`config.mk`:
```
export PLATFORM = sky130hd
export DESIGN_NAME = axi_sync_slice_flat
export DESIGN_NICKNAME = d
export VERILOG_FILES = /design/src/rtl/axi_slice_pkg.sv /design/src/rtl/axi_inf.sv /design/src/rtl/axi_sync_fifo.sv /design/src/rtl/axi_sync_slice.sv /design/src/flat_wrapper.sv
export SDC_FILE = /design/constraint.sdc
export NUM_CORES = 1
export LEC_CHECK = 0
export ABC_CLOCK_PERIOD_IN_PS = 4430
export CORE_ASPECT_RATIO = 1.4
export CORE_MARGIN = 5
export CORE_UTILIZATION = 50
export DETAILED_ROUTE_END_ITERATION = 12
export GPL_TIMING_DRIVEN = 0
export PLACE_DENSITY = 0.71
export SLEW_MARGIN = 20
export SYNTH_ARGS = -nofsm -noshare
export SYNTH_HDL_FRONTEND = slang
export SYNTH_HIERARCHICAL = 1
export SYNTH_SLANG_ARGS = --single-unit
```
`constraint.sdc`:
```
create_clock -name CLK -period 4.43 [get_ports CLK]
set_input_delay 0.886 -clock CLK [delete_from_list [all_inputs] [get_ports CLK]]
set_output_delay 0.886 -clock CLK [all_outputs]
set_load 0.01 [all_outputs]
```
`src/rtl/axi_slice_pkg.sv`:
```
// Shared widths, channel payload structs and counter-width helper for the
// single-clock AXI buffering slice.
package axi_slice_pkg;

  localparam int ID_W    = 4;
  localparam int ADDR_W  = 32;
  localparam int LEN_W   = 8;
  localparam int BURST_W = 2;
  localparam int DATA_W  = 32;
  localparam int STRB_W  = 4;
  localparam int RESP_W  = 2;

  localparam int AX_W = ID_W + ADDR_W + LEN_W + BURST_W;
  localparam int W_W  = DATA_W + STRB_W + 1;
  localparam int B_W  = ID_W + RESP_W;
  localparam int R_W  = ID_W + DATA_W + RESP_W + 1;

  typedef struct packed {
    logic [ID_W-1:0]    id;
    logic [ADDR_W-1:0]  addr;
    logic [LEN_W-1:0]   len;
    logic [BURST_W-1:0] burst;
  } ax_t;

  typedef struct packed {
    logic [DATA_W-1:0] data;
    logic [STRB_W-1:0] strb;
    logic              last;
  } w_t;

  typedef struct packed {
    logic [ID_W-1:0]   id;
    logic [RESP_W-1:0] resp;
  } b_t;

  typedef struct packed {
    logic [ID_W-1:0]   id;
    logic [DATA_W-1:0] data;
    logic [RESP_W-1:0] resp;
    logic              last;
  } r_t;

  // Bits needed to hold the values 0..n, never less than one.
  function automatic int clog2_sat(input int n);
    int w;
    w = 1;
    while ((1 << w) <= n) w = w + 1;
    return w;
  endfunction

endpackage

```
`src/rtl/axi_inf.sv`:
```
// AXI4 bundle. Modports are named from the slice's point of view:
// M faces an upstream master (AW/W/AR come in), S faces a downstream slave.
interface AXI_INF;
  import axi_slice_pkg::*;

  logic [ID_W-1:0]    WR_ADDR_ID;
  logic [ADDR_W-1:0]  WR_ADDR;
  logic [LEN_W-1:0]   WR_ADDR_LEN;
  logic [BURST_W-1:0] WR_ADDR_BURST;
  logic               WR_ADDR_VALID;
  logic               WR_ADDR_READY;

  logic [DATA_W-1:0]  WR_DATA;
  logic [STRB_W-1:0]  WR_STRB;
  logic               WR_DATA_LAST;
  logic               WR_DATA_VALID;
  logic               WR_DATA_READY;

  logic [ID_W-1:0]    WR_BACK_ID;
  logic [RESP_W-1:0]  WR_BACK_RESP;
  logic               WR_BACK_VALID;
  logic               WR_BACK_READY;

  logic [ID_W-1:0]    RD_ADDR_ID;
  logic [ADDR_W-1:0]  RD_ADDR;
  logic [LEN_W-1:0]   RD_ADDR_LEN;
  logic [BURST_W-1:0] RD_ADDR_BURST;
  logic               RD_ADDR_VALID;
  logic               RD_ADDR_READY;

  logic [ID_W-1:0]    RD_BACK_ID;
  logic [DATA_W-1:0]  RD_DATA;
  logic [RESP_W-1:0]  RD_DATA_RESP;
  logic               RD_DATA_LAST;
  logic               RD_DATA_VALID;
  logic               RD_DATA_READY;

  modport M (
    input  WR_ADDR_ID, WR_ADDR, WR_ADDR_LEN, WR_ADDR_BURST, WR_ADDR_VALID,
    output WR_ADDR_READY,
    input  WR_DATA, WR_STRB, WR_DATA_LAST, WR_DATA_VALID,
    output WR_DATA_READY,
    output WR_BACK_ID, WR_BACK_RESP, WR_BACK_VALID,
    input  WR_BACK_READY,
    input  RD_ADDR_ID, RD_ADDR, RD_ADDR_LEN, RD_ADDR_BURST, RD_ADDR_VALID,
    output RD_ADDR_READY,
    output RD_BACK_ID, RD_DATA, RD_DATA_RESP, RD_DATA_LAST, RD_DATA_VALID,
    input  RD_DATA_READY
  );

  modport S (
    output WR_ADDR_ID, WR_ADDR, WR_ADDR_LEN, WR_ADDR_BURST, WR_ADDR_VALID,
    input  WR_ADDR_READY,
    output WR_DATA, WR_STRB, WR_DATA_LAST, WR_DATA_VALID,
    input  WR_DATA_READY,
    input  WR_BACK_ID, WR_BACK_RESP, WR_BACK_VALID,
    output WR_BACK_READY,
    output RD_ADDR_ID, RD_ADDR, RD_ADDR_LEN, RD_ADDR_BURST, RD_ADDR_VALID,
    input  RD_ADDR_READY,
    input  RD_BACK_ID, RD_DATA, RD_DATA_RESP, RD_DATA_LAST, RD_DATA_VALID,
    output RD_DATA_READY
  );

endinterface

```
`src/rtl/axi_sync_fifo.sv`:
```
// First-word-fall-through FIFO, 2**DEPTH_LOG2 entries. Full/empty come only
// from registered pointers, so nothing passes through combinationally.
module axi_sync_fifo #(
  parameter int WIDTH      = 8,
  parameter int DEPTH_LOG2 = 2
) (
  input  logic             CLK,
  input  logic             RST,
  input  logic             wr_en,
  input  logic [WIDTH-1:0] wr_data,
  output logic             full,
  input  logic             rd_en,
  output logic [WIDTH-1:0] rd_data,
  output logic             empty
);

  localparam int DEPTH = 1 << DEPTH_LOG2;

  logic [WIDTH-1:0]    mem [DEPTH];
  logic [DEPTH_LOG2:0] wr_ptr_q, wr_ptr_d;
  logic [DEPTH_LOG2:0] rd_ptr_q, rd_ptr_d;
  logic                push, pop;

  // Extra MSB: same index with differing wrap bit means full.
  assign full  = (wr_ptr_q[DEPTH_LOG2] != rd_ptr_q[DEPTH_LOG2]) &&
                 (wr_ptr_q[DEPTH_LOG2-1:0] == rd_ptr_q[DEPTH_LOG2-1:0]);
  assign empty = (wr_ptr_q == rd_ptr_q);

  assign push = wr_en && !full;
  assign pop  = rd_en && !empty;

  assign rd_data = mem[rd_ptr_q[DEPTH_LOG2-1:0]];

  always_comb begin
    wr_ptr_d = wr_ptr_q;
    rd_ptr_d = rd_ptr_q;
    if (push) wr_ptr_d = wr_ptr_q + {{DEPTH_LOG2{1'b0}}, 1'b1};
    if (pop)  rd_ptr_d = rd_ptr_q + {{DEPTH_LOG2{1'b0}}, 1'b1};
  end

  always_ff @(posedge CLK) begin
    if (RST) begin
      wr_ptr_q <= '0;
      rd_ptr_q <= '0;
    end else begin
      wr_ptr_q <= wr_ptr_d;
      rd_ptr_q <= rd_ptr_d;
    end
  end

  always_ff @(posedge CLK) begin
    if (push) mem[wr_ptr_q[DEPTH_LOG2-1:0]] <= wr_data;
  end

endmodule

```
`src/rtl/axi_sync_slice.sv`:
```
// Single-clock AXI4 buffering slice: one FWFT FIFO per channel plus
// per-direction outstanding limiters. AXI_SYNC_SLICE_STATUS_EN adds status ports.
module axi_sync_slice
  import axi_slice_pkg::*;
#(
  parameter int AW_DEPTH_LOG2      = 2,
  parameter int W_DEPTH_LOG2       = 4,
  parameter int B_DEPTH_LOG2       = 2,
  parameter int AR_DEPTH_LOG2      = 2,
  parameter int R_DEPTH_LOG2       = 4,
  parameter int MAX_WR_OUTSTANDING = 4,
  parameter int MAX_RD_OUTSTANDING = 4,
  parameter int DATA_MASK          = 1
) (
  input  logic CLK,
  input  logic RST,
  AXI_INF.M    AXI_B,
  AXI_INF.S    AXI_S,
  output logic wr_cnt_err,
  output logic rd_cnt_err
`ifdef AXI_SYNC_SLICE_STATUS_EN
  ,
  output logic [4:0] fifo_empty_flag,
  output logic [7:0] wr_outstanding,
  output logic [7:0] rd_outstanding
`endif
);

  localparam int WR_CW = clog2_sat(MAX_WR_OUTSTANDING);
  localparam int RD_CW = clog2_sat(MAX_RD_OUTSTANDING);
  localparam logic [WR_CW-1:0] WR_MAX = WR_CW'(MAX_WR_OUTSTANDING);
  localparam logic [RD_CW-1:0] RD_MAX = RD_CW'(MAX_RD_OUTSTANDING);

  ax_t aw_in, aw_out, ar_in, ar_out;
  w_t  w_in, w_out, w_msk;
  b_t  b_in, b_out;
  r_t  r_in, r_out, r_msk;

  logic aw_full, aw_empty, w_full, w_empty, ar_full, ar_empty;
  logic b_full, b_empty, r_full, r_empty;
  logic aw_rdy, aw_vld, w_rdy, w_vld, ar_rdy, ar_vld;
  logic b_rdy, b_vld, r_rdy, r_vld;
  logic aw_hs, b_hs, ar_hs, rl_hs;

  logic [WR_CW-1:0] wr_cnt_q, wr_cnt_d;
  logic [RD_CW-1:0] rd_cnt_q, rd_cnt_d;
  logic             wr_cnt_err_q, wr_cnt_err_d;
  logic             rd_cnt_err_q, rd_cnt_err_d;

  // ---------------- ingress payloads ----------------
  assign aw_in = {AXI_B.WR_ADDR_ID, AXI_B.WR_ADDR, AXI_B.WR_ADDR_LEN, AXI_B.WR_ADDR_BURST};
  assign w_in  = {AXI_B.WR_DATA, AXI_B.WR_STRB, AXI_B.WR_DATA_LAST};
  assign ar_in = {AXI_B.RD_ADDR_ID, AXI_B.RD_ADDR, AXI_B.RD_ADDR_LEN, AXI_B.RD_ADDR_BURST};
  assign b_in  = {AXI_S.WR_BACK_ID, AXI_S.WR_BACK_RESP};
  assign r_in  = {AXI_S.RD_BACK_ID, AXI_S.RD_DATA, AXI_S.RD_DATA_RESP, AXI_S.RD_DATA_LAST};

  // ---------------- ready / valid ----------------
  assign aw_rdy = !RST && !aw_full && (wr_cnt_q < WR_MAX);
  assign ar_rdy = !RST && !ar_full && (rd_cnt_q < RD_MAX);
  assign w_rdy  = !RST && !w_full;
  assign b_rdy  = !RST && !b_full;
  assign r_rdy  = !RST && !r_full;

  assign aw_vld = !RST && !aw_empty;
  assign w_vld  = !RST && !w_empty;
  assign ar_vld = !RST && !ar_empty;
  assign b_vld  = !RST && !b_empty;
  assign r_vld  = !RST && !r_empty;

  assign aw_hs = AXI_B.WR_ADDR_VALID && aw_rdy;
  assign ar_hs = AXI_B.RD_ADDR_VALID && ar_rdy;
  assign b_hs  = b_vld && AXI_B.WR_BACK_READY;
  assign rl_hs = r_vld && AXI_B.RD_DATA_READY && r_out.last;

  // ---------------- channel FIFOs ----------------
  axi_sync_fifo #(.WIDTH(AX_W), .DEPTH_LOG2(AW_DEPTH_LOG2)) u_aw_fifo (
    .CLK(CLK), .RST(RST),
    .wr_en(aw_hs), .wr_data(aw_in), .full(aw_full),
    .rd_en(aw_vld && AXI_S.WR_ADDR_READY), .rd_data(aw_out), .empty(aw_empty)
  );

  axi_sync_fifo #(.WIDTH(W_W), .DEPTH_LOG2(W_DEPTH_LOG2)) u_w_fifo (
    .CLK(CLK), .RST(RST),
    .wr_en(AXI_B.WR_DATA_VALID && w_rdy), .wr_data(w_in), .full(w_full),
    .rd_en(w_vld && AXI_S.WR_DATA_READY), .rd_data(w_out), .empty(w_empty)
  );

  axi_sync_fifo #(.WIDTH(B_W), .DEPTH_LOG2(B_DEPTH_LOG2)) u_b_fifo (
    .CLK(CLK), .RST(RST),
    .wr_en(AXI_S.WR_BACK_VALID && b_rdy), .wr_data(b_in), .full(b_full),
    .rd_en(b_hs), .rd_data(b_out), .empty(b_empty)
  );

  axi_sync_fifo #(.WIDTH(AX_W), .DEPTH_LOG2(AR_DEPTH_LOG2)) u_ar_fifo (
    .CLK(CLK), .RST(RST),
    .wr_en(ar_hs), .wr_data(ar_in), .full(ar_full),
    .rd_en(ar_vld && AXI_S.RD_ADDR_READY), .rd_data(ar_out), .empty(ar_empty)
  );

  axi_sync_fifo #(.WIDTH(R_W), .DEPTH_LOG2(R_DEPTH_LOG2)) u_r_fifo (
    .CLK(CLK), .RST(RST),
    .wr_en(AXI_S.RD_DATA_VALID && r_rdy), .wr_data(r_in), .full(r_full),
    .rd_en(r_vld && AXI_B.RD_DATA_READY), .rd_data(r_out), .empty(r_empty)
  );

  // Data-carrying channels can be zeroed while idle so no stale beat leaks out.
  assign w_msk = (DATA_MASK != 0) ? (w_out & {W_W{w_vld}}) : w_out;
  assign r_msk = (DATA_MASK != 0) ? (r_out & {R_W{r_vld}}) : r_out;

  // ---------------- egress ----------------
  assign AXI_B.WR_ADDR_READY = aw_rdy;
  assign AXI_B.WR_DATA_READY = w_rdy;
  assign AXI_B.RD_ADDR_READY = ar_rdy;
  assign AXI_B.WR_BACK_VALID = b_vld;
  assign {AXI_B.WR_BACK_ID, AXI_B.WR_BACK_RESP} = b_out;
  assign AXI_B.RD_DATA_VALID = r_vld;
  assign {AXI_B.RD_BACK_ID, AXI_B.RD_DATA, AXI_B.RD_DATA_RESP, AXI_B.RD_DATA_LAST} = r_msk;

  assign AXI_S.WR_ADDR_VALID = aw_vld;
  assign {AXI_S.WR_ADDR_ID, AXI_S.WR_ADDR, AXI_S.WR_ADDR_LEN, AXI_S.WR_ADDR_BURST} = aw_out;
  assign AXI_S.WR_DATA_VALID = w_vld;
  assign {AXI_S.WR_DATA, AXI_S.WR_STRB, AXI_S.WR_DATA_LAST} = w_msk;
  assign AXI_S.RD_ADDR_VALID = ar_vld;
  assign {AXI_S.RD_ADDR_ID, AXI_S.RD_ADDR, AXI_S.RD_ADDR_LEN, AXI_S.RD_ADDR_BURST} = ar_out;
  assign AXI_S.WR_BACK_READY = b_rdy;
  assign AXI_S.RD_DATA_READY = r_rdy;

  // ---------------- outstanding limiters ----------------
  // Simultaneous issue and retire cancel; a retire with nothing pending is flagged.
  always_comb begin
    wr_cnt_d     = wr_cnt_q;
    wr_cnt_err_d = wr_cnt_err_q;
    case ({aw_hs, b_hs})
      2'b10:   wr_cnt_d = wr_cnt_q + WR_CW'(1);
      2'b01: begin
        if (wr_cnt_q == '0) wr_cnt_err_d = 1'b1;
        else                wr_cnt_d     = wr_cnt_q - WR_CW'(1);
      end
      default: ;
    endcase
  end

  always_comb begin
    rd_cnt_d     = rd_cnt_q;
    rd_cnt_err_d = rd_cnt_err_q;
    case ({ar_hs, rl_hs})
      2'b10:   rd_cnt_d = rd_cnt_q + RD_CW'(1);
      2'b01: begin
        if (rd_cnt_q == '0) rd_cnt_err_d = 1'b1;
        else                rd_cnt_d     = rd_cnt_q - RD_CW'(1);
      end
      default: ;
    endcase
  end

  always_ff @(posedge CLK) begin
    if (RST) begin
      wr_cnt_q     <= '0;
      rd_cnt_q     <= '0;
      wr_cnt_err_q <= 1'b0;
      rd_cnt_err_q <= 1'b0;
    end else begin
      wr_cnt_q     <= wr_cnt_d;
      rd_cnt_q     <= rd_cnt_d;
      wr_cnt_err_q <= wr_cnt_err_d;
      rd_cnt_err_q <= rd_cnt_err_d;
    end
  end

  assign wr_cnt_err = wr_cnt_err_q;
  assign rd_cnt_err = rd_cnt_err_q;

`ifdef AXI_SYNC_SLICE_STATUS_EN
  assign fifo_empty_flag = {aw_empty, ar_empty, w_empty, r_empty, b_empty};
  assign wr_outstanding  = 8'(wr_cnt_q);
  assign rd_outstanding  = 8'(rd_cnt_q);
`endif

endmodule

```
`src/flat_wrapper.sv`:
```
// flat-port wrapper written by rule: the top's interface ports become plain ports
module axi_sync_slice_flat import axi_slice_pkg::*;
#(
  parameter int AW_DEPTH_LOG2      = 2,
  parameter int W_DEPTH_LOG2       = 4,
  parameter int B_DEPTH_LOG2       = 2,
  parameter int AR_DEPTH_LOG2      = 2,
  parameter int R_DEPTH_LOG2       = 4,
  parameter int MAX_WR_OUTSTANDING = 4,
  parameter int MAX_RD_OUTSTANDING = 4,
  parameter int DATA_MASK          = 1
)
  (CLK, RST, wr_cnt_err, rd_cnt_err, AXI_B_WR_ADDR_ID, AXI_B_WR_ADDR, AXI_B_WR_ADDR_LEN, AXI_B_WR_ADDR_BURST, AXI_B_WR_ADDR_VALID, AXI_B_WR_ADDR_READY, AXI_B_WR_DATA, AXI_B_WR_STRB, AXI_B_WR_DATA_LAST, AXI_B_WR_DATA_VALID, AXI_B_WR_DATA_READY, AXI_B_WR_BACK_ID, AXI_B_WR_BACK_RESP, AXI_B_WR_BACK_VALID, AXI_B_WR_BACK_READY, AXI_B_RD_ADDR_ID, AXI_B_RD_ADDR, AXI_B_RD_ADDR_LEN, AXI_B_RD_ADDR_BURST, AXI_B_RD_ADDR_VALID, AXI_B_RD_ADDR_READY, AXI_B_RD_BACK_ID, AXI_B_RD_DATA, AXI_B_RD_DATA_RESP, AXI_B_RD_DATA_LAST, AXI_B_RD_DATA_VALID, AXI_B_RD_DATA_READY, AXI_S_WR_ADDR_ID, AXI_S_WR_ADDR, AXI_S_WR_ADDR_LEN, AXI_S_WR_ADDR_BURST, AXI_S_WR_ADDR_VALID, AXI_S_WR_ADDR_READY, AXI_S_WR_DATA, AXI_S_WR_STRB, AXI_S_WR_DATA_LAST, AXI_S_WR_DATA_VALID, AXI_S_WR_DATA_READY, AXI_S_WR_BACK_ID, AXI_S_WR_BACK_RESP, AXI_S_WR_BACK_VALID, AXI_S_WR_BACK_READY, AXI_S_RD_ADDR_ID, AXI_S_RD_ADDR, AXI_S_RD_ADDR_LEN, AXI_S_RD_ADDR_BURST, AXI_S_RD_ADDR_VALID, AXI_S_RD_ADDR_READY, AXI_S_RD_BACK_ID, AXI_S_RD_DATA, AXI_S_RD_DATA_RESP, AXI_S_RD_DATA_LAST, AXI_S_RD_DATA_VALID, AXI_S_RD_DATA_READY);
  AXI_INF AXI_B_i ();
  AXI_INF AXI_S_i ();
  input  logic CLK;
  input  logic RST;
  output logic wr_cnt_err;
  output logic rd_cnt_err;
  input wire logic [$bits(AXI_B_i.WR_ADDR_ID)-1:0] AXI_B_WR_ADDR_ID;
  input wire logic [$bits(AXI_B_i.WR_ADDR)-1:0] AXI_B_WR_ADDR;
  input wire logic [$bits(AXI_B_i.WR_ADDR_LEN)-1:0] AXI_B_WR_ADDR_LEN;
  input wire logic [$bits(AXI_B_i.WR_ADDR_BURST)-1:0] AXI_B_WR_ADDR_BURST;
  input wire logic [$bits(AXI_B_i.WR_ADDR_VALID)-1:0] AXI_B_WR_ADDR_VALID;
  output wire logic [$bits(AXI_B_i.WR_ADDR_READY)-1:0] AXI_B_WR_ADDR_READY;
  input wire logic [$bits(AXI_B_i.WR_DATA)-1:0] AXI_B_WR_DATA;
  input wire logic [$bits(AXI_B_i.WR_STRB)-1:0] AXI_B_WR_STRB;
  input wire logic [$bits(AXI_B_i.WR_DATA_LAST)-1:0] AXI_B_WR_DATA_LAST;
  input wire logic [$bits(AXI_B_i.WR_DATA_VALID)-1:0] AXI_B_WR_DATA_VALID;
  output wire logic [$bits(AXI_B_i.WR_DATA_READY)-1:0] AXI_B_WR_DATA_READY;
  output wire logic [$bits(AXI_B_i.WR_BACK_ID)-1:0] AXI_B_WR_BACK_ID;
  output wire logic [$bits(AXI_B_i.WR_BACK_RESP)-1:0] AXI_B_WR_BACK_RESP;
  output wire logic [$bits(AXI_B_i.WR_BACK_VALID)-1:0] AXI_B_WR_BACK_VALID;
  input wire logic [$bits(AXI_B_i.WR_BACK_READY)-1:0] AXI_B_WR_BACK_READY;
  input wire logic [$bits(AXI_B_i.RD_ADDR_ID)-1:0] AXI_B_RD_ADDR_ID;
  input wire logic [$bits(AXI_B_i.RD_ADDR)-1:0] AXI_B_RD_ADDR;
  input wire logic [$bits(AXI_B_i.RD_ADDR_LEN)-1:0] AXI_B_RD_ADDR_LEN;
  input wire logic [$bits(AXI_B_i.RD_ADDR_BURST)-1:0] AXI_B_RD_ADDR_BURST;
  input wire logic [$bits(AXI_B_i.RD_ADDR_VALID)-1:0] AXI_B_RD_ADDR_VALID;
  output wire logic [$bits(AXI_B_i.RD_ADDR_READY)-1:0] AXI_B_RD_ADDR_READY;
  output wire logic [$bits(AXI_B_i.RD_BACK_ID)-1:0] AXI_B_RD_BACK_ID;
  output wire logic [$bits(AXI_B_i.RD_DATA)-1:0] AXI_B_RD_DATA;
  output wire logic [$bits(AXI_B_i.RD_DATA_RESP)-1:0] AXI_B_RD_DATA_RESP;
  output wire logic [$bits(AXI_B_i.RD_DATA_LAST)-1:0] AXI_B_RD_DATA_LAST;
  output wire logic [$bits(AXI_B_i.RD_DATA_VALID)-1:0] AXI_B_RD_DATA_VALID;
  input wire logic [$bits(AXI_B_i.RD_DATA_READY)-1:0] AXI_B_RD_DATA_READY;
  output wire logic [$bits(AXI_S_i.WR_ADDR_ID)-1:0] AXI_S_WR_ADDR_ID;
  output wire logic [$bits(AXI_S_i.WR_ADDR)-1:0] AXI_S_WR_ADDR;
  output wire logic [$bits(AXI_S_i.WR_ADDR_LEN)-1:0] AXI_S_WR_ADDR_LEN;
  output wire logic [$bits(AXI_S_i.WR_ADDR_BURST)-1:0] AXI_S_WR_ADDR_BURST;
  output wire logic [$bits(AXI_S_i.WR_ADDR_VALID)-1:0] AXI_S_WR_ADDR_VALID;
  input wire logic [$bits(AXI_S_i.WR_ADDR_READY)-1:0] AXI_S_WR_ADDR_READY;
  output wire logic [$bits(AXI_S_i.WR_DATA)-1:0] AXI_S_WR_DATA;
  output wire logic [$bits(AXI_S_i.WR_STRB)-1:0] AXI_S_WR_STRB;
  output wire logic [$bits(AXI_S_i.WR_DATA_LAST)-1:0] AXI_S_WR_DATA_LAST;
  output wire logic [$bits(AXI_S_i.WR_DATA_VALID)-1:0] AXI_S_WR_DATA_VALID;
  input wire logic [$bits(AXI_S_i.WR_DATA_READY)-1:0] AXI_S_WR_DATA_READY;
  input wire logic [$bits(AXI_S_i.WR_BACK_ID)-1:0] AXI_S_WR_BACK_ID;
  input wire logic [$bits(AXI_S_i.WR_BACK_RESP)-1:0] AXI_S_WR_BACK_RESP;
  input wire logic [$bits(AXI_S_i.WR_BACK_VALID)-1:0] AXI_S_WR_BACK_VALID;
  output wire logic [$bits(AXI_S_i.WR_BACK_READY)-1:0] AXI_S_WR_BACK_READY;
  output wire logic [$bits(AXI_S_i.RD_ADDR_ID)-1:0] AXI_S_RD_ADDR_ID;
  output wire logic [$bits(AXI_S_i.RD_ADDR)-1:0] AXI_S_RD_ADDR;
  output wire logic [$bits(AXI_S_i.RD_ADDR_LEN)-1:0] AXI_S_RD_ADDR_LEN;
  output wire logic [$bits(AXI_S_i.RD_ADDR_BURST)-1:0] AXI_S_RD_ADDR_BURST;
  output wire logic [$bits(AXI_S_i.RD_ADDR_VALID)-1:0] AXI_S_RD_ADDR_VALID;
  input wire logic [$bits(AXI_S_i.RD_ADDR_READY)-1:0] AXI_S_RD_ADDR_READY;
  input wire logic [$bits(AXI_S_i.RD_BACK_ID)-1:0] AXI_S_RD_BACK_ID;
  input wire logic [$bits(AXI_S_i.RD_DATA)-1:0] AXI_S_RD_DATA;
  input wire logic [$bits(AXI_S_i.RD_DATA_RESP)-1:0] AXI_S_RD_DATA_RESP;
  input wire logic [$bits(AXI_S_i.RD_DATA_LAST)-1:0] AXI_S_RD_DATA_LAST;
  input wire logic [$bits(AXI_S_i.RD_DATA_VALID)-1:0] AXI_S_RD_DATA_VALID;
  output wire logic [$bits(AXI_S_i.RD_DATA_READY)-1:0] AXI_S_RD_DATA_READY;
  assign AXI_B_i.WR_ADDR_ID = AXI_B_WR_ADDR_ID;
  assign AXI_B_i.WR_ADDR = AXI_B_WR_ADDR;
  assign AXI_B_i.WR_ADDR_LEN = AXI_B_WR_ADDR_LEN;
  assign AXI_B_i.WR_ADDR_BURST = AXI_B_WR_ADDR_BURST;
  assign AXI_B_i.WR_ADDR_VALID = AXI_B_WR_ADDR_VALID;
  assign AXI_B_WR_ADDR_READY = AXI_B_i.WR_ADDR_READY;
  assign AXI_B_i.WR_DATA = AXI_B_WR_DATA;
  assign AXI_B_i.WR_STRB = AXI_B_WR_STRB;
  assign AXI_B_i.WR_DATA_LAST = AXI_B_WR_DATA_LAST;
  assign AXI_B_i.WR_DATA_VALID = AXI_B_WR_DATA_VALID;
  assign AXI_B_WR_DATA_READY = AXI_B_i.WR_DATA_READY;
  assign AXI_B_WR_BACK_ID = AXI_B_i.WR_BACK_ID;
  assign AXI_B_WR_BACK_RESP = AXI_B_i.WR_BACK_RESP;
  assign AXI_B_WR_BACK_VALID = AXI_B_i.WR_BACK_VALID;
  assign AXI_B_i.WR_BACK_READY = AXI_B_WR_BACK_READY;
  assign AXI_B_i.RD_ADDR_ID = AXI_B_RD_ADDR_ID;
  assign AXI_B_i.RD_ADDR = AXI_B_RD_ADDR;
  assign AXI_B_i.RD_ADDR_LEN = AXI_B_RD_ADDR_LEN;
  assign AXI_B_i.RD_ADDR_BURST = AXI_B_RD_ADDR_BURST;
  assign AXI_B_i.RD_ADDR_VALID = AXI_B_RD_ADDR_VALID;
  assign AXI_B_RD_ADDR_READY = AXI_B_i.RD_ADDR_READY;
  assign AXI_B_RD_BACK_ID = AXI_B_i.RD_BACK_ID;
  assign AXI_B_RD_DATA = AXI_B_i.RD_DATA;
  assign AXI_B_RD_DATA_RESP = AXI_B_i.RD_DATA_RESP;
  assign AXI_B_RD_DATA_LAST = AXI_B_i.RD_DATA_LAST;
  assign AXI_B_RD_DATA_VALID = AXI_B_i.RD_DATA_VALID;
  assign AXI_B_i.RD_DATA_READY = AXI_B_RD_DATA_READY;
  assign AXI_S_WR_ADDR_ID = AXI_S_i.WR_ADDR_ID;
  assign AXI_S_WR_ADDR = AXI_S_i.WR_ADDR;
  assign AXI_S_WR_ADDR_LEN = AXI_S_i.WR_ADDR_LEN;
  assign AXI_S_WR_ADDR_BURST = AXI_S_i.WR_ADDR_BURST;
  assign AXI_S_WR_ADDR_VALID = AXI_S_i.WR_ADDR_VALID;
  assign AXI_S_i.WR_ADDR_READY = AXI_S_WR_ADDR_READY;
  assign AXI_S_WR_DATA = AXI_S_i.WR_DATA;
  assign AXI_S_WR_STRB = AXI_S_i.WR_STRB;
  assign AXI_S_WR_DATA_LAST = AXI_S_i.WR_DATA_LAST;
  assign AXI_S_WR_DATA_VALID = AXI_S_i.WR_DATA_VALID;
  assign AXI_S_i.WR_DATA_READY = AXI_S_WR_DATA_READY;
  assign AXI_S_i.WR_BACK_ID = AXI_S_WR_BACK_ID;
  assign AXI_S_i.WR_BACK_RESP = AXI_S_WR_BACK_RESP;
  assign AXI_S_i.WR_BACK_VALID = AXI_S_WR_BACK_VALID;
  assign AXI_S_WR_BACK_READY = AXI_S_i.WR_BACK_READY;
  assign AXI_S_RD_ADDR_ID = AXI_S_i.RD_ADDR_ID;
  assign AXI_S_RD_ADDR = AXI_S_i.RD_ADDR;
  assign AXI_S_RD_ADDR_LEN = AXI_S_i.RD_ADDR_LEN;
  assign AXI_S_RD_ADDR_BURST = AXI_S_i.RD_ADDR_BURST;
  assign AXI_S_RD_ADDR_VALID = AXI_S_i.RD_ADDR_VALID;
  assign AXI_S_i.RD_ADDR_READY = AXI_S_RD_ADDR_READY;
  assign AXI_S_i.RD_BACK_ID = AXI_S_RD_BACK_ID;
  assign AXI_S_i.RD_DATA = AXI_S_RD_DATA;
  assign AXI_S_i.RD_DATA_RESP = AXI_S_RD_DATA_RESP;
  assign AXI_S_i.RD_DATA_LAST = AXI_S_RD_DATA_LAST;
  assign AXI_S_i.RD_DATA_VALID = AXI_S_RD_DATA_VALID;
  assign AXI_S_RD_DATA_READY = AXI_S_i.RD_DATA_READY;
  axi_sync_slice #(.AW_DEPTH_LOG2(AW_DEPTH_LOG2), .W_DEPTH_LOG2(W_DEPTH_LOG2), .B_DEPTH_LOG2(B_DEPTH_LOG2), .AR_DEPTH_LOG2(AR_DEPTH_LOG2), .R_DEPTH_LOG2(R_DEPTH_LOG2), .MAX_WR_OUTSTANDING(MAX_WR_OUTSTANDING), .MAX_RD_OUTSTANDING(MAX_RD_OUTSTANDING), .DATA_MASK(DATA_MASK)) u_core (.CLK(CLK), .RST(RST), .AXI_B(AXI_B_i), .AXI_S(AXI_S_i), .wr_cnt_err(wr_cnt_err), .rd_cnt_err(rd_cnt_err));
endmodule
```
## Yosys cells after proc, flatten, opt, wreduce, memory -nomap -nowiden

Memory sizes are Yosys's and may differ from the RTL's. A register that Yosys moved wholly into a read port is not among the register bits.
Index checks and enable logic that the tools add are counted.
W data, S select, Z words.

- Bits in latches: 0
- Flip-flop bits (word level): 46
- Logic and storage cells: 139
- Memories: 5
- Memory bits (writable): 1608
- Output and inout port bits: 186
- Input bits: 186
- Bits in read-only memories: 0

- Multiply operators: 0
- Bitwise operators: 2
- Reductions and logical operators: 57
- Divide/modulo/power cells: 0
- Eq/ne operators: 21
- Add/sub/neg operators: 14
- $lt $le $gt $ge: 2
- Shift-type cells: 0
- Muxes and demuxes: 24

Memories:

| memory | words | bits a word | read ports | clocked after memory_dff | write ports | line | RTL |
|---|---|---|---|---|---|---|---|
| u_core.u_r_fifo.mem | 16 | 39 | 1 | 1 | 1 | axi_sync_fifo.sv:19 | `logic [WIDTH-1:0] mem [DEPTH];` |
| u_core.u_w_fifo.mem | 16 | 37 | 1 | 1 | 1 | axi_sync_fifo.sv:19 |  |
| u_core.u_ar_fifo.mem | 4 | 46 | 1 | 1 | 1 | axi_sync_fifo.sv:19 |  |
| u_core.u_aw_fifo.mem | 4 | 46 | 1 | 1 | 1 | axi_sync_fifo.sv:19 |  |
| u_core.u_b_fifo.mem | 4 | 6 | 1 | 1 | 1 | axi_sync_fifo.sv:19 |  |

Operators by type and width:

| cell | number |
|---|---|
| $and A39 B39 Y39 | 1 |
| $logic_and A1 B1 Y1 | 38 |
| $and A37 B37 Y37 | 1 |
| $add A3 B1 Y3 const B | 8 |
| $add A5 B1 Y5 const B | 4 |
| $mux W4 | 4 |
| $mux W2 | 6 |
| $pmux W3 S2 | 2 |
| $logic_not A1 Y1 | 11 |
| $eq A5 B5 Y1 | 2 |
| $mux W1 | 10 |
| $eq A3 B3 Y1 | 3 |
| $eq A4 B4 Y1 | 2 |
| $reduce_and A2 Y1 | 4 |
| $eq A2 B2 Y1 | 3 |
| $logic_not A3 Y1 | 2 |
| $lt A3 B3 Y1 const B | 2 |
| $mux W3 | 2 |
| $sub A3 B1 Y3 const B | 2 |
| $ne A1 B1 Y1 | 5 |
| $eq A2 B1 Y1 const B | 2 |
| $eq A2 B2 Y1 const B | 2 |
| $ne A2 B2 Y1 const B | 2 |
| $reduce_bool A2 Y1 | 2 |

## Depth between registers and ports, before layout

Gate-level depths: netlist of the first run.

- Depth after elaboration: 9
- Depth in mapped cells: 12
- Gate-level depth less buffers: 10

## By module

The synthesis of the first run kept the hierarchy.

By module, submodules not included:

| module | area an instance (um2) | seq. area each (um2) | cells an instance | times used |
|---|---|---|---|---|
| axi_sync_fifo (u_core.u_r_fifo) | 24448.4 | 19018.2 | 968 | 1 |
| axi_sync_fifo (u_core.u_w_fifo) | 23403.7 | 18057.3 | 924 | 1 |
| axi_sync_fifo (u_core.u_ar_fifo ...) | 7198.2 | 5685.5 | 308 | 2 |
| axi_sync_fifo (u_core.u_b_fifo) | 1442.6 | 880.8 | 99 | 1 |
| axi_sync_slice | 1091.0 | 160.2 | 157 | 1 |

## Worst setup path after synthesis of the first run

No wires, ideal clock.

- Path type: input -> register
- From: in RST
- To: mem u_core/u_aw_fifo/mem[3][0] in the netlist's numbering (enable)
- Path buffers: 0
- Arrival: 4020 ps
- Data required time: 3953 ps
- Setup slack: -67 ps
- Stages on the path: 4
- Library setup time: 477 ps
- Cell sequence: or4b_4 > inv_1 > nand2_1 > a31oi_1

- Longest elaborated chain between the ends: 7

Ends and longest elaborated chain:

| item | line | RTL |
|---|---|---|
| start, declared | flat_wrapper.sv:17 | `input logic RST;` |
| $logic_not A1 Y1 | axi_sync_slice.sv:58 | `assign aw_rdy = !RST && !aw_full && (wr_cnt_q < WR_MAX);` |
| $logic_and A1 B1 Y1 (2 in a row) | axi_sync_slice.sv:58 |  |
| $logic_and A1 B1 Y1 | axi_sync_slice.sv:70 | `assign aw_hs = AXI_B.WR_ADDR_VALID && aw_rdy;` |
| named net u_core.aw_hs | axi_sync_slice.sv:43 | `logic aw_hs, b_hs, ar_hs, rl_hs;` |
| $logic_and A1 B1 Y1 | axi_sync_fifo.sv:29 | `assign push = wr_en && !full;` |
| $mux W1 | axi_sync_fifo.sv:52 | `if (push) mem[wr_ptr_q[DEPTH_LOG2-1:0]] <= wr_data;` |
| $mux W1 (not written as such) | axi_sync_fifo.sv:52 |  |
| end, declared | axi_sync_fifo.sv:19 |  |

The timed path passes the listed nets, and every way through them passes these cells.

==> out/summary.txt, run 1 <==
Tot Pwr -> 32.9 mW
post-synthesis xor/xnor area fraction -> 0.419%
setup_tns -> 0 ps
Slew headroom -> 37.5%
status -> finished clean
total track usage -> 21.6%
cell total after placement -> 4,919
critical path peak fanout -> 10
Most Crowded Layer GR -> met2
Setup Crit Path Kind -> flop to primary output
Post-Layout Cell Count -> 5,212
mux cell area share after synthesis -> 17.5%
EDFF count, synth -> 1,608
number of buffers created by CTS -> 155
syn_area_per_cell -> 23.4 um2
Max Slew Vio Count -> 0
Avg Vias per Cell -> 5.92
Worst-Skew Late Latency -> 790 ps
die area -> 137,000 um2
fin crit period -> 4370 ps
IO buf count -> 371
initial cell density of the core -> 50.2%
largest family of logic cells by synthesized area -> multiplexers
detailed-route via count -> 30,900
M1 GR Usage -> 27.0%
placed cell area -> 72,000 um2
Clock Skews -> 25.3 ps
M2 GR Usage -> 37.8%
CTS sink cnt -> 1,668
DPL Wire Length -> 91,000 um
power density over the cells -> 427 nW/um2
Die Span Y -> 436 um
final WL -> 148,000 um
Required @ worst endpoint -> 3540 ps
share of cells above drive strength 1 -> 23.9%
maximum VDD drop -> 0.549 mV
Ports -> 372
Post-Synth Simple-Gate Area -> 2.41%
endpoints failing hold -> 0
Post-DRT Antenna Nets -> 0
crit path DAT -> 3480 ps
die width -> 314 um
Initial DRT Pass Iterations -> 5
antenna violations before repair -> 25
most common cell in the netlist -> edfxtp_1
Worst Setup Start Kind -> flop
Yosys top cell by area -> edfxtp_1
vias in the first global route -> 32,200
drc violations -> 0
Yosys Warn Count -> 6
Core ar. -> 129,000 um2
CTS Root Cell -> clkbuf_16
post-synthesis sequential area ratio -> 76.4%
leading post-synthesis cells by cell area -> edfxtp_1, mux4_2, mux4_1
TritonCTS clock tree -> yes
HP Class -> flop to flop
Adder-Cell Fraction of Synth Area -> 0.545%
synth unique cells -> 59
Final setup viols -> 0
final instance area -> 77,200 um2
static leakage -> 23.9 nW
met3 Resource Use GR -> 4.96%
H-tree Lvls -> 4
Final Cycle Share -> 98.5%
Compound-Gate Fraction of Synth Area -> 1.18%
Bufs on Longest Clock Path -> 3
Placement Rows -> 156
1st-iter DRT viols -> 2,858
max cap viols -> 0
Post-layout nets -> 3,550
Synth Instances -> 2,764
total gr overflow -> 0
clk slew on worst S/H paths -> 60 ps
post-synth top area share -> 74.5%
cell area after synthesis -> 64,800 um2
crit end category -> primary output
Highest Clock Rate -> 229 MHz
ys async rst share -> 0%
Synth top cells by count -> edfxtp_1, mux4_2, mux4_1, and2_1, dfxtp_1
first-pass GRT wire length -> 216,000 um
routability cong. -> 0.778
syn_nets -> 2,977
Synth Flop Type -> edfxtp_1
RSZ-0062 raised after global routing -> no
P&R area growth vs syn -> 19.2%
wire per inst -> 28.4 um
pin count of the biggest net entering global routing -> 44
actual slew at the worst max-slew pin -> 937 ps
flops & latches, synth -> 1,668
worst paths after layout:
| path | start | end | slack [ps] | cells after the start |
|---|---|---|---|---|
| max | flop | AXI_S_WR_STRB[2] | 60 | 6 |
| min | u_core/rd_cnt_err | u_core/rd_cnt_err | 490 | 2 |
| max reg2reg | u_core/u_r_fifo/rd_ptr_q[4] | u_core/u_r_fifo/mem[8][20] | 740 | 8 |
| min reg2reg | u_core/rd_cnt_err | u_core/rd_cnt_err | 490 | 2 |
cell families after synthesis:
kind of cell             after synthesis
adder cells (fa/ha/maj)               27
multiplexers                         495
AND/OR/NAND/NOR                      264
buffers and inverters                172
XOR/XNOR                              31
AO/OA/AOI/OAI                        107
flip-flops                          1668
cell type report:
type                       instances  area (um2)
fill                            8921       51800
sequential                      1668       49500
multi-input combinational        924       14500
timing repair buffer             419        4830
clock buffer                     186        4090
tap                             1738        2170
buffer                           131        1060
clock inverter                    91         877
inverter                          38         143
antenna                           17        42.5
worst max-delay path, stage by stage (launching register included):
cell	delay (ps)
dfxtp_1	450
clkbuf_4	330
clkbuf_4	320
mux4_2	340
mux4_2	480
and2_1	250
clkdlybuf4s50_1	520
flip-flops by register name, summed over array words and instances (netlist names), 3 cells and up, named ones only:
name / count
u_core/u_r_fifo/wr_ptr_q: 5
u_core/u_aw_fifo/wr_ptr_q: 3
u_core/u_aw_fifo/mem: 184
u_core/wr_cnt_q: 3
u_core/u_ar_fifo/wr_ptr_q: 3
u_core/u_w_fifo/rd_ptr_q: 5
u_core/u_b_fifo/mem: 24
u_core/u_w_fifo/wr_ptr_q: 5
u_core/u_b_fifo/rd_ptr_q: 3
u_core/u_aw_fifo/rd_ptr_q: 3
u_core/u_ar_fifo/mem: 184
u_core/u_ar_fifo/rd_ptr_q: 3
u_core/rd_cnt_q: 3
u_core/u_w_fifo/mem: 592
u_core/u_r_fifo/mem: 624
u_core/u_r_fifo/rd_ptr_q: 5
u_core/u_b_fifo/wr_ptr_q: 3
layout by cell type (no fill, tap or decap), types with 16 or more instances in the layout:
master	netlist	final
a21oi_1	20	18
and2_1	94	88
and3_4	0	22
buf_12	5	27
buf_16	0	24
buf_4	16	17
buf_6	21	25
clkbuf_1	58	40
clkbuf_16	0	159
clkbuf_2	2	19
clkbuf_4	3	22
clkdlybuf4s50_1	0	363
clkinv_1	2	33
clkinv_2	0	25
dfxtp_1	60	58
diode_2	0	17
edfxtp_1	1608	1608
ha_1	25	25
inv_1	35	34
mux4_1	99	98
mux4_2	379	380
nand2_1	22	22
nor2_1	36	34
o211ai_1	17	17
o21ai_0	16	16
xnor2_1	20	20
power breakdown:
part	total (mW)	switching (mW)	internal, mW	leakage (nW)
registers	17.6	0.0786	17.5	15.0
clock network	13.0	5.68	7.32	2.41
logic	2.35	1.18	1.17	6.53
total	32.9	6.94	26.0	23.9
stage by stage:
step                hold slack [ps]  utilization, %  setup slack, ps
floorplan                       456               -             40.4
global placement                454            54.8            -4340
detailed placement              475            55.8            -1180
CTS                             493            59.8            -2.46
global route                    523            59.8             3.39
finish                          494            59.8             64.9
repair_timing:
item,in CTS,in global routing
resized for setup,91,20
hold buffers,0,0
setup endpoints to repair,199,40
pin swaps,1,1
setup buffers,1,1
hold endpoints to repair,0,0
layer usage:
layer  part of all wire, %  wire, um
met5                 0.023        34
met4                   2.8      4090
met1                    37     54200
met3                   7.9     11700
met2                    53     77900
No activity file was read; power rests on OpenSTA's default activity.
==> inputs of run 2 (changes only) <==
--- a/config.mk
+++ b/config.mk
@@ -12,6 +12,7 @@
 export DETAILED_ROUTE_END_ITERATION = 12
 export GPL_TIMING_DRIVEN = 0
 export PLACE_DENSITY = 0.71
+export RECOVER_POWER = 25
 export SLEW_MARGIN = 20
 export SYNTH_ARGS = -nofsm -noshare
 export SYNTH_HDL_FRONTEND = slang
==> run 2 against run 1 <==
Fmax up 0.17%. Critical path depth down 2. Sequential power about the same. Clock skew up 0.64 ps. Critical path type unchanged. Largest power group unchanged.
==> out/summary.txt, run 2 (same netlist as run 1, synthesis figures left out) <==
Post-DRT Antenna Nets -> 0 (unchanged)
Setup Crit Path Kind -> flop to primary output
highest-count cells in the layout ignoring fill and taps -> edfxtp_1, mux4_2, clkdlybuf4s50_1
clk slew on worst S/H paths -> 60 ps (about the same)
wire per inst -> 28.3 um (-0.20%)
worst path buffer plus inverter count -> 2 (-1)
crit path DAT -> 3470 ps (about the same)
status -> finished clean
Die Span Y -> 436 um (unchanged)
routability cong. -> 0.778 (unchanged)
Bufs on Longest Clock Path -> 3 (unchanged)
P&R area growth vs syn -> 19.2% (about the same)
CP max stage delay -> 830 ps (+310 ps)
Clock Skews -> 25.9 ps (+0.637 ps)
first-pass GRT wire length -> 216,000 um (unchanged)
pin count of the biggest net entering global routing -> 44 (unchanged)
Final Cycle Share -> 98.4% (-0.17 points)
actual slew at the worst max-slew pin -> 920 ps (-16.6 ps)
power density over the cells -> 426 nW/um2 (-0.12%)
DPL Wire Length -> 91,000 um (unchanged)
CTS sink cnt -> 1,668 (unchanged)
final-layout fill cell count -> 8,918 (-0.034%)
1st-iter DRT viols -> 2,923 (+2.3%)
CP max stage cell -> dfxtp_1
final WL -> 148,000 um (about the same)
Post-layout nets -> 3,550 (unchanged)
maximum VDD drop -> 0.551 mV (+0.36%)
r2r setup slk -> 730 ps (about the same)
Reg2Reg Depth -> 8 (unchanged)
detailed-route via count -> 30,800 (-0.094%)
WHS -> 494 ps (+0.0900 ps)
Slew headroom -> 38.5% (+0.94 points)
Reg2Reg Launch Point -> u_core/u_r_fifo/rd_ptr_q[4]
drc violations -> 0 (unchanged)
Worst R2R End -> u_core/u_r_fifo/mem[10][21]
TritonCTS clock tree -> yes
Cell Chain, Critical Path -> clkbuf_1, mux4_2, and2_1, clkdlybuf4s50_1
most common cell after layout, fill and taps aside -> edfxtp_1
Max Slew Vio Count -> 0 (unchanged)
HP Class -> flop to flop
Worst-Skew Late Latency -> 790 ps (about the same)
CTS Root Cell -> clkbuf_16
setup_tns -> 0 ps (unchanged)
antenna violations before repair -> 47 (+88%)
vias in the first global route -> 32,200 (unchanged)
IO buf count -> 371 (unchanged)
endpoints failing hold -> 0 (unchanged)
max FFs per register -> 624 (unchanged)
fin crit period -> 4360 ps (-7.39 ps)
static leakage -> 24.0 nW (+0.15%)
Avg Vias per Cell -> 5.90 (-0.27%)
CP delay by family, top -> buffers and inverters
die area -> 137,000 um2 (unchanged)
Initial DRT Pass Iterations -> 5 (unchanged)
Core ar. -> 129,000 um2 (unchanged)
die width -> 314 um (unchanged)
Worst Setup Start Kind -> flop
total track usage -> 21.6% (unchanged)
H-tree Lvls -> 4 (unchanged)
share of cells above drive strength 1 -> 23.9% (unchanged)
max cap viols -> 0 (unchanged)
Ports -> 372 (unchanged)
crit end category -> primary output
Final setup viols -> 0 (unchanged)
critical path peak fanout -> 10 (unchanged)
total gr overflow -> 0 (unchanged)
initial cell density of the core -> 50.2% (unchanged)
number of buffers created by CTS -> 155 (unchanged)
critical path endpoint -> AXI_S_WR_DATA[1]
Required @ worst endpoint -> 3540 ps (about the same)
number of stages on the worst setup path -> 4 (-2)
Highest Clock Rate -> 229 MHz (+0.17%)
Placement Rows -> 156 (unchanged)
[run 2: changes by cell type in the layout (fill, tap and decap cells not counted), sizes merged]
cell	change
clkdlybuf4s50	-133
dlygate4sd3	+133
diode	+9
[run 2: cell type report]
type                            instances  area, um2  share of cell area, %
Clock buffer                          186       4090                   5.30
Antenna cell                           26       65.1                 0.0843
Tap cell                             1738       2170                   2.82
Sequential cell                      1668      49500                   64.1
Buffer                                131       1060                   1.37
Clock inverter                         91        877                   1.14
Inverter                               38        143                  0.185
Multi-Input combinational cell        924      14500                   18.8
Timing Repair Buffer                  419       4830                   6.26
[run 2: worst min-delay path, cell delays in order, from the launching register on]
cell     delay (ps)
dfxtp_1         340
a21oi_1          50
nor2_1           70
[run 2: report_power, final]
part           switching [mW]  total, mW  internal (mW)
combinational            1.18       2.32           1.15
sequential             0.0784       17.6           17.5
clock                    5.68       13.0           7.32
[run 2: worst min path at each step]
stage                        from            endpoint  slack (ps)  depth (start not counted)
2_1_floorplan  u_core/rd_cnt_q[0]  u_core/rd_cnt_q[0]         460                          1
3_3_place_gp    u_core/wr_cnt_err   u_core/wr_cnt_err         450                          2
3_5_place_dp    u_core/rd_cnt_err   u_core/rd_cnt_err         480                          2
4_1_cts         u_core/rd_cnt_err   u_core/rd_cnt_err         490                          2
5_1_grt         u_core/wr_cnt_err   u_core/wr_cnt_err         520                          2
6_report        u_core/rd_cnt_err   u_core/rd_cnt_err         490                          2
[run 2: layer usage]
metal | vias up | wire length (um) | GRT usage [%]
li1 | 13000 | - | -
met1 | 16300 | 54600 | 27.0
met2 | 1197 | 77700 | 37.8
met3 | 268 | 11300 | 4.96
met4 | 12 | 4290 | 6.87
met5 | - | 66 | 0
[run 2: timing repair]
item | CTS | global route
setup endpoints to repair | 199 | 40
hold buffers | 0 | 0
pin swaps | 1 | 1
buffers inserted | 1 | 1
resized for setup | 91 | 20
[run 2: metrics by stage]
stage / area (um2) / setup WS [ps] / instances / power [mW] / utilization (%)
final: 77200 / 72.3 / 5221 / 32.9 / 59.8
after global routing: 77200 / -0.858 / 5203 / 34.1 / 59.8
after CTS: 77100 / -2.46 / 5194 / 33.3 / 59.8
after detailed placement: 72000 / -1180 / 4919 / 20.3 / 55.8
after global placement: 70700 / -4340 / 4873 / 20.2 / 54.8
after floorplan: 64800 / 40.4 / 2764 / 19.1 / -
